[src/rtl/gs_readout_scheduler.sv]
// rtl/gs_readout_scheduler.sv - command-driven raw-signal readout sequencer
module gs_readout_scheduler #(
    parameter int         SAMPLE_DEPTH = 67,
    parameter int         READ_LATENCY = 1,
    parameter logic [7:0] HDR_TAG      = 8'hA5
) (
    input  logic        iClk,
    input  logic        iReset,
    input  logic [31:0] i32Cmd,
    input  logic        iCmdEmpty,
    output logic        oCmdRdEn,
    input  logic [15:0] i16Sample,
    output logic [7:0]  o8Addr,
    output logic [7:0]  o8SignSelec,
    output logic        oWriteRawSignal,
    output logic [15:0] o16RawSignal,
    input  logic        iRawFull,
    output logic        oBusy,
    output logic        oDone,
    output logic        oCmdErr
);

    localparam logic [8:0] DEPTH9    = 9'(SAMPLE_DEPTH);
    localparam logic [7:0] DEPTH8    = 8'(SAMPLE_DEPTH);
    localparam logic [2:0] WAIT_LAST = 3'(READ_LATENCY - 1);

    typedef enum logic [2:0] {
        S_IDLE,
        S_DECODE,
        S_HEADER,
        S_ADDR,
        S_WAIT,
        S_WRITE,
        S_NEXT,
        S_DONE
    } state_t;

    state_t      state_q, state_d;
    logic [31:0] cmd_q;
    logic [7:0]  mask_q;
    logic [7:0]  cnt_q;
    logic [7:0]  k_q;
    logic [7:0]  addr_q;
    logic [7:0]  sel_q;
    logic [2:0]  idx_q;
    logic [2:0]  wcnt_q;
    logic [15:0] data_q;
    logic        busy_q;
    logic        err_q;

    logic [7:0]  cmd_mask;
    logic [7:0]  cmd_rsv;
    logic [7:0]  cmd_start;
    logic [7:0]  cmd_count;
    logic [7:0]  mask_rem;
    logic        decode_err;
    logic        pop;

    // Index of the lowest set bit; signals are walked in ascending order.
    function automatic logic [2:0] lowest_bit(input logic [7:0] m);
        logic [2:0] r;
        r = 3'd0;
        for (int i = 7; i >= 0; i--) begin
            if (m[i]) r = 3'(i);
        end
        return r;
    endfunction

    assign cmd_mask  = cmd_q[31:24];
    assign cmd_rsv   = cmd_q[23:16];
    assign cmd_start = cmd_q[15:8];
    assign cmd_count = cmd_q[7:0];
    assign mask_rem  = mask_q & ~(8'd1 << idx_q);
    assign pop       = (state_q == S_IDLE) && !iCmdEmpty;

    // Start+count is compared at 9 bits so a large count cannot wrap into range.
    assign decode_err = (cmd_mask == 8'd0) || (cmd_rsv != 8'd0) ||
                        ({1'b0, cmd_start} >= DEPTH9) ||
                        (({1'b0, cmd_start} + {1'b0, cmd_count}) > DEPTH9);

    assign o8Addr      = addr_q;
    assign o8SignSelec = sel_q;
    assign oBusy       = busy_q;
    assign oCmdErr     = err_q;

    // State register.
    always_ff @(posedge iClk or posedge iReset) begin
        if (iReset) state_q <= S_IDLE;
        else        state_q <= state_d;
    end

    // Next-state and strobes; write strobes react combinationally to iRawFull.
    always_comb begin
        state_d         = state_q;
        oCmdRdEn        = 1'b0;
        oWriteRawSignal = 1'b0;
        o16RawSignal    = 16'd0;
        oDone           = 1'b0;
        case (state_q)
            S_IDLE: begin
                if (!iCmdEmpty) begin
                    oCmdRdEn = 1'b1;
                    state_d  = S_DECODE;
                end
            end
            S_DECODE: state_d = decode_err ? S_IDLE : S_HEADER;
            S_HEADER: begin
                o16RawSignal = {HDR_TAG, 5'd0, idx_q};
                if (!iRawFull) begin
                    oWriteRawSignal = 1'b1;
                    state_d         = S_ADDR;
                end
            end
            S_ADDR: state_d = S_WAIT;
            S_WAIT: begin
                if (wcnt_q == WAIT_LAST) state_d = S_WRITE;
            end
            S_WRITE: begin
                o16RawSignal = data_q;
                if (!iRawFull) begin
                    oWriteRawSignal = 1'b1;
                    state_d = ((k_q + 8'd1) == cnt_q) ? S_NEXT : S_ADDR;
                end
            end
            S_NEXT: state_d = (mask_rem != 8'd0) ? S_HEADER : S_DONE;
            S_DONE: begin
                oDone   = 1'b1;
                state_d = S_IDLE;
            end
            default: state_d = S_IDLE;
        endcase
    end

    // Command latch, per-signal walk counters, memory address and captured sample.
    always_ff @(posedge iClk or posedge iReset) begin
        if (iReset) begin
            cmd_q  <= 32'd0;
            mask_q <= 8'd0;
            cnt_q  <= 8'd0;
            k_q    <= 8'd0;
            addr_q <= 8'd0;
            sel_q  <= 8'd0;
            idx_q  <= 3'd0;
            wcnt_q <= 3'd0;
            data_q <= 16'd0;
            busy_q <= 1'b0;
            err_q  <= 1'b0;
        end else begin
            case (state_q)
                S_IDLE: begin
                    if (pop) begin
                        cmd_q  <= i32Cmd;
                        busy_q <= 1'b1;
                        err_q  <= 1'b0;
                    end
                end
                S_DECODE: begin
                    if (decode_err) begin
                        err_q  <= 1'b1;
                        busy_q <= 1'b0;
                    end else begin
                        mask_q <= cmd_mask;
                        idx_q  <= lowest_bit(cmd_mask);
                        k_q    <= 8'd0;
                        cnt_q  <= (cmd_count == 8'd0) ? (DEPTH8 - cmd_start) : cmd_count;
                    end
                end
                S_ADDR: begin
                    addr_q <= cmd_start + k_q;
                    sel_q  <= 8'd1 << idx_q;
                    wcnt_q <= 3'd0;
                end
                S_WAIT: begin
                    wcnt_q <= wcnt_q + 3'd1;
                    if (wcnt_q == WAIT_LAST) data_q <= i16Sample;
                end
                S_WRITE: begin
                    if (!iRawFull) k_q <= k_q + 8'd1;
                end
                S_NEXT: begin
                    mask_q <= mask_rem;
                    idx_q  <= lowest_bit(mask_rem);
                    k_q    <= 8'd0;
                    if (mask_rem == 8'd0) begin
                        addr_q <= 8'd0;
                        sel_q  <= 8'd0;
                        busy_q <= 1'b0;
                    end
                end
                default: ;
            endcase
        end
    end

endmodule

[config.mk]
export PLATFORM = sky130hd
export DESIGN_NAME = gs_readout_scheduler
export DESIGN_NICKNAME = d
export VERILOG_FILES = /design/src/rtl/gs_readout_scheduler.sv
export SDC_FILE = /design/constraint.sdc
export NUM_CORES = 1
export LEC_CHECK = 0
export BUFFER_PORTS_ARGS = -buffer_cell sky130_fd_sc_hd__buf_2
export CORE_AREA = 3 3 99 125
export DETAILED_ROUTE_END_ITERATION = 10
export DIE_AREA = 0 0 102 128
export PLACE_DENSITY = 0.7
export SETUP_SLACK_MARGIN = 0.05
export SLEW_MARGIN = 20
export SYNTH_ARGS = -nofsm -noshare
export SYNTH_HDL_FRONTEND = slang
export SYNTH_SLANG_ARGS = --single-unit
export TNS_END_PERCENT = 20
[constraint.sdc]
create_clock -name iClk -period 8.16 [get_ports iClk]
set_clock_uncertainty 0.05 [all_clocks]
set_input_delay 0 -clock iClk [delete_from_list [all_inputs] [get_ports iClk]]
set_output_delay 0 -clock iClk [all_outputs]
set_load 0.02 [all_outputs]
### Yosys cells after proc, flatten, opt, wreduce, memory -nomap -nowiden

Index checks and enable logic that the tools add are counted.
Widths: inputs -> output; s select.

| operators by class | value |
|---|---|
| eq/ne operators | 16 |
| shift-type cells | 1 |
| bitwise logic cells | 3 |
| magnitude comparators | 2 |
| multiplexer cells | 49 |
| reduce and logical (&&, ||, !) cells | 28 |
| $add $sub $neg | 5 |

Operator list:

| cell | count |
|---|---|
| $mux 3 | 23 |
| $pmux 8 s2 | 3 |
| $mux 8 | 5 |
| $pmux 16 s2 | 1 |
| $logic_not 8->1 | 3 |
| $pmux 3 s8 | 1 |
| $pmux 8 s3 | 1 |
| $ne 2x2->1 const B | 8 |
| $reduce_bool 8->1 | 2 |
| $eq 3x3->1 const B | 4 |
| $pmux 3 s2 | 2 |
| $mux 1 | 10 |
| $reduce_and 2->1 | 5 |
| $add 8x8->9 | 1 |
| $gt 9x7->1 const B | 1 |
| $add 8x1->8 const B | 1 |
| $add 8x8->8 | 1 |
| $and 8x8->8 | 1 |
| $eq 8x8->1 | 1 |
| $ge 8x7->1 const B | 1 |
| $not 8->8 | 1 |
| $reduce_and 4->1 | 2 |
| $reduce_bool 2->1 | 4 |
| $shl 1x3->8 const A | 1 |
| 15 further kinds | 21 |

| storage, ports and cells | value |
|---|---|
| input port bits | 52 |
| register bits | 99 |
| logic and storage cells | 116 |

### Depth between registers and ports, before layout

| logic depth | value |
|---|---|
| depth after elaboration | 12 |
| gate-level depth with buffers | 9 |
| depth with buffers taken out | 9 |

### Worst setup path after synthesis

OpenSTA, ideal clock, no wires.

| timing path | value |
|---|---|
| path kind | reg-to-reg |
| start | register cmd_q[8] |
| end | register k_q[0] |
| library setup time | 0.135 ns |
| arrival | 2.416 ns |
| path slack | 5.559 ns |
| stages on the path, launching flop included | 10 |
| cells stage by stage | dfrtp_1 ha_1 fa_1 a211oi_1 o2111ai_1 mux2_2 a31o_2 buf_2 o211ai_4 a31oi_1 |

| on the way | value |
|---|---|
| cells in the longest elaborated chain, start to end | 5 |

Ends and longest elaborated chain:

| item | RTL line | text |
|---|---|---|
| from (decl) | 39 | `logic [31:0] cmd_q;` |
| from (signal assigned) | 152 | `cmd_q <= i32Cmd;` |
| $add 8x8->9 / $ge 8x7->1 (equally long branches) | 79, 78 |  |
| $gt 9x7->1 / $logic_or 1x1->1 (equally long branches) | 79, 77 |  |
| $logic_or 1x1->1 (*) | 78 | `({1'b0, cmd_start} >= DEPTH9) \|\|` |
| $ne 2x2->1 (no line) (*) | - |  |
| $reduce_and 3->1 (no line) (*) | - |  |
| to (signal assigned) | 178 | `if (!iRawFull) k_q <= k_q + 8'd1;` |
| to (decl) | 42 | `logic [7:0] k_q;` |

Mark *: on every way between the ends. The rest lies on a longest branch, timed or not.
A chain may end at the register's enable or synchronous reset.

### Worst setup path after layout

| timing path | value |
|---|---|
| start | register cmd_q[8] |
| end | register state_q[1] |

| on the way | value |
|---|---|
| cells in the longest elaborated chain, start to end | 5 |

Ends and longest elaborated chain:

| item | RTL line | text |
|---|---|---|
| $add 8x8->9 / $ge 8x7->1 (equally long branches) | 79, 78 |  |
| $gt 9x7->1 / $logic_or 1x1->1 (equally long branches) | 79, 77 |  |
| $logic_or 1x1->1 (*) | 78 |  |
| $mux 2 (*) | 106 | `S_DECODE: state_d = decode_err ? S_IDLE : S_HEADER;` |
| $pmux 3 s8 (*) | 99 | `case (state_q)` |
| to (signal assigned) | 89 | `else state_q <= state_d;` |
| to (decl) | 38 | `state_t state_q, state_d;` |

Marks and branches as above.

==> results.yml <==
global_route:
  grt_pass1_vias: 4620
  grt_max_degree: 61
  antenna_found_initial: 0
  grt_first_pass_wirelength_mm: 22.2
  track_usage_pct: 21.4
  grt_overflow: 0
finish:
  fill_cells: 896
  final_cell_mix: "dfrtp_1, buf_2, mux2_2"
  drive_above_1_share_pct: 25.4
  regArea_um2: 2480
  antenna_cells: 0
  multi_input_area_um2: 2890
  layout_commonest_cell: "dfrtp_1"
  syn2layout_area_growth_pct: 24.1
  final_nets: 749
clock_network:
  cts_max_level: 3
  clk_pin_slew_ns: 0.07
  cts_tree: "built"
  cts_setup_buffers: 0
  numCtsBuffers: 9
  clkLatencyLatePin_ns: 0.35
  clockBufferDepth: 2
  cts_root_buf: "clkbuf_16"
  numClockSinks: 99
synth:
  synth-edff-count: 0
  synth_seq_cells: 99
  syn-cell-area_um2: 5580
  yosys.area_share.xor_xnor_pct: 2.67
  synth_area_per_cell_um2: 10.1
  synth_cells: 551
  synth-simple-area-share_pct: 13.9
  synthMuxAreaShare_pct: 11.4
  yosys_most_used_dff: "dfrtp_1"
  synth_compound_area_share_pct: 18.7
  synth_top_family_by_area: "compound AO/OA/AOI/OAI gates"
  syn-num-nets: 624
  synth_cell_type_count: 68
  ys_seq_area_share_pct: 44.4
  ys_async_sr_fraction_pct: 100
  synth-adder-area-share_pct: 4.98
  yosysWarnings: 0
sta:
  max_slew_margin_pct: 38.5
  slew_viol_final: 0
  holdWs_ns: 0.0237
  max_freq_mhz: 322
  final-hold-violation-count: 0
  worstMarginPinSlew_ns: 0.918
  tns_ns: 0
  timing.final.crit_share_pct: 38.0
  rsz0062_at_grt: "false"
  finalSetupViolCount: 0
  finalCriticalPeriod_ns: 3.10
setup_path:
  arrival_ns: 3.28
  crit_required_ns: 8.34
  path_delay_family: "compound AO/OA/AOI/OAI gates"
  path_cells: "ha_1, fa_1, a211oi_1, o21ai_1, a221oi_2, a311oi_1, or3_1"
  start_kind: "flop"
  critical_path_class: "flop to flop"
  timing.critical_path.buf_inv: 0
  slowest_stage: "a221oi_2"
  critPathMaxStageDelay_ns: 0.81
  worstPathMaxFanout: 12
  cp-end-kind: "flop"
power:
  ir_drop_mv: 0.218
  power.leakage_uw: 0.00317
  powerDensity_nw_per_um2: 363
floorplan:
  die_w_um: 102
  ios: 89
  num_rows: 43
  coreArea_um2: 11200
  initial_core_util_pct: 49.8
  dieHeight_um: 128
  die_area_um2: 13100
placed_design:
  gp_congestion: 0.873
  port_buffers: 88
  dp_hpwl_mm: 9.68
drt:
  ant_nets: 0
  drt-vias-per-instance: 5.74
  drt_iter0_markers: 220
  drc: 0
  drt_pre_antenna_iters: 4
  routed_wl_mm: 13.4
  wire_per_inst_um: 16.5
  vias: 4678
min_path:
  min-delay-path-class: "input pin to flop"
run_status:
  status: "complete, no violations"
flow_run:
  maxCapViolations: 0
## worst reg2reg max path: cells and delay by family (launching register included)
| kind | cells | cell delay [ns] |
|---|---|---|
| adders and majority gates | 2 | 0.65 |
| AOI/OAI and AO/OA | 4 | 1.45 |
| and+or+nand+nor | 1 | 0.40 |
| DFF | 1 | 0.43 |
## routing by layer
layer / GRT usage [%] / wire length, µm
met5: 0 / 0
met4: 7.95 / 280
met3: 4.03 / 729
met2: 35.6 / 6550
met1: 27.5 / 5880
## cell usage after synthesis (12+ instances only)
master | count | area, µm²
mux2_2 | 53 | 597
nand2_1 | 43 | 161
dfrtp_1 | 99 | 2480
inv_1 | 28 | 105
and2_1 | 12 | 75.1
clkbuf_1 | 17 | 63.8
ha_1 | 19 | 238
nor2_1 | 27 | 101
o21ai_0 | 34 | 170
nand3_1 | 14 | 70.1
a21oi_1 | 25 | 125
## what timing repair did
action | in CTS | in global routing
hold endpoints to repair | 88 | 0
resized for setup | 0 | 0
hold buffers | 50 | 0
## kinds of logic after synthesis
| group | count (synthesis) |
|---|---|
| simple gates | 152 |
| compound gates | 151 |
| flops | 99 |
| mux | 57 |
| buf+inv | 54 |
| fa+ha+maj | 21 |
| xor+xnor | 17 |
## through the flow
stage	total power [µW]	util, %	cell area (µm²)	std cells	setup WS, ns
5_1_grt	2690	61.8	6920	815	4.84
6_report	2510	61.8	6920	815	5.06
3_3_place_gp	1980	54.5	6100	750	5.17
3_5_place_dp	2030	54.5	6100	750	5.10
4_1_cts	2510	61.8	6920	815	5.09
2_1_floorplan	1730	-	5580	551	5.52
## sequential cells by signal (all words and copies together) (netlist names)
signal       flops
mask_q           8
oBusy            1
state_q          3
o8Addr           8
wcnt_q           3
cnt_q            8
cmd_q           32
oCmdErr          1
data_q          16
k_q              8
o8SignSelec      8
idx_q            3
## cell type report
type	count	area share, %
clock buffer	10	3.45
clock inverter	5	1.12
inverter	28	1.55
multi-input combinational	398	41.8
sequential	99	35.8
tap	135	2.44
timing repair buffer	140	13.8
## worst paths after layout
check                      startpoint         end  slack [ns]  depth (start not counted)
min reg2reg                data_q[12]  data_q[12]        0.45                          1
min                         iCmdEmpty     oCmdErr        0.02                          4
max                          cmd_q[8]  state_q[1]        5.06                          7
min in group asynchronous      iReset    cmd_q[2]        0.18                          3
max reg2reg                  cmd_q[8]  state_q[1]        5.06                          7
max in group asynchronous      iReset    idx_q[2]        6.76                          4
## power breakdown
part | total (µW) | switching (µW) | internal [µW] | leakage, µW
Clock | 455 | 181 | 274 | 0.000154
Sequential | 916 | 236 | 680 | 0.00124
Combinational | 1140 | 621 | 516 | 0.00177
Power figures use the tool's default switching activity.
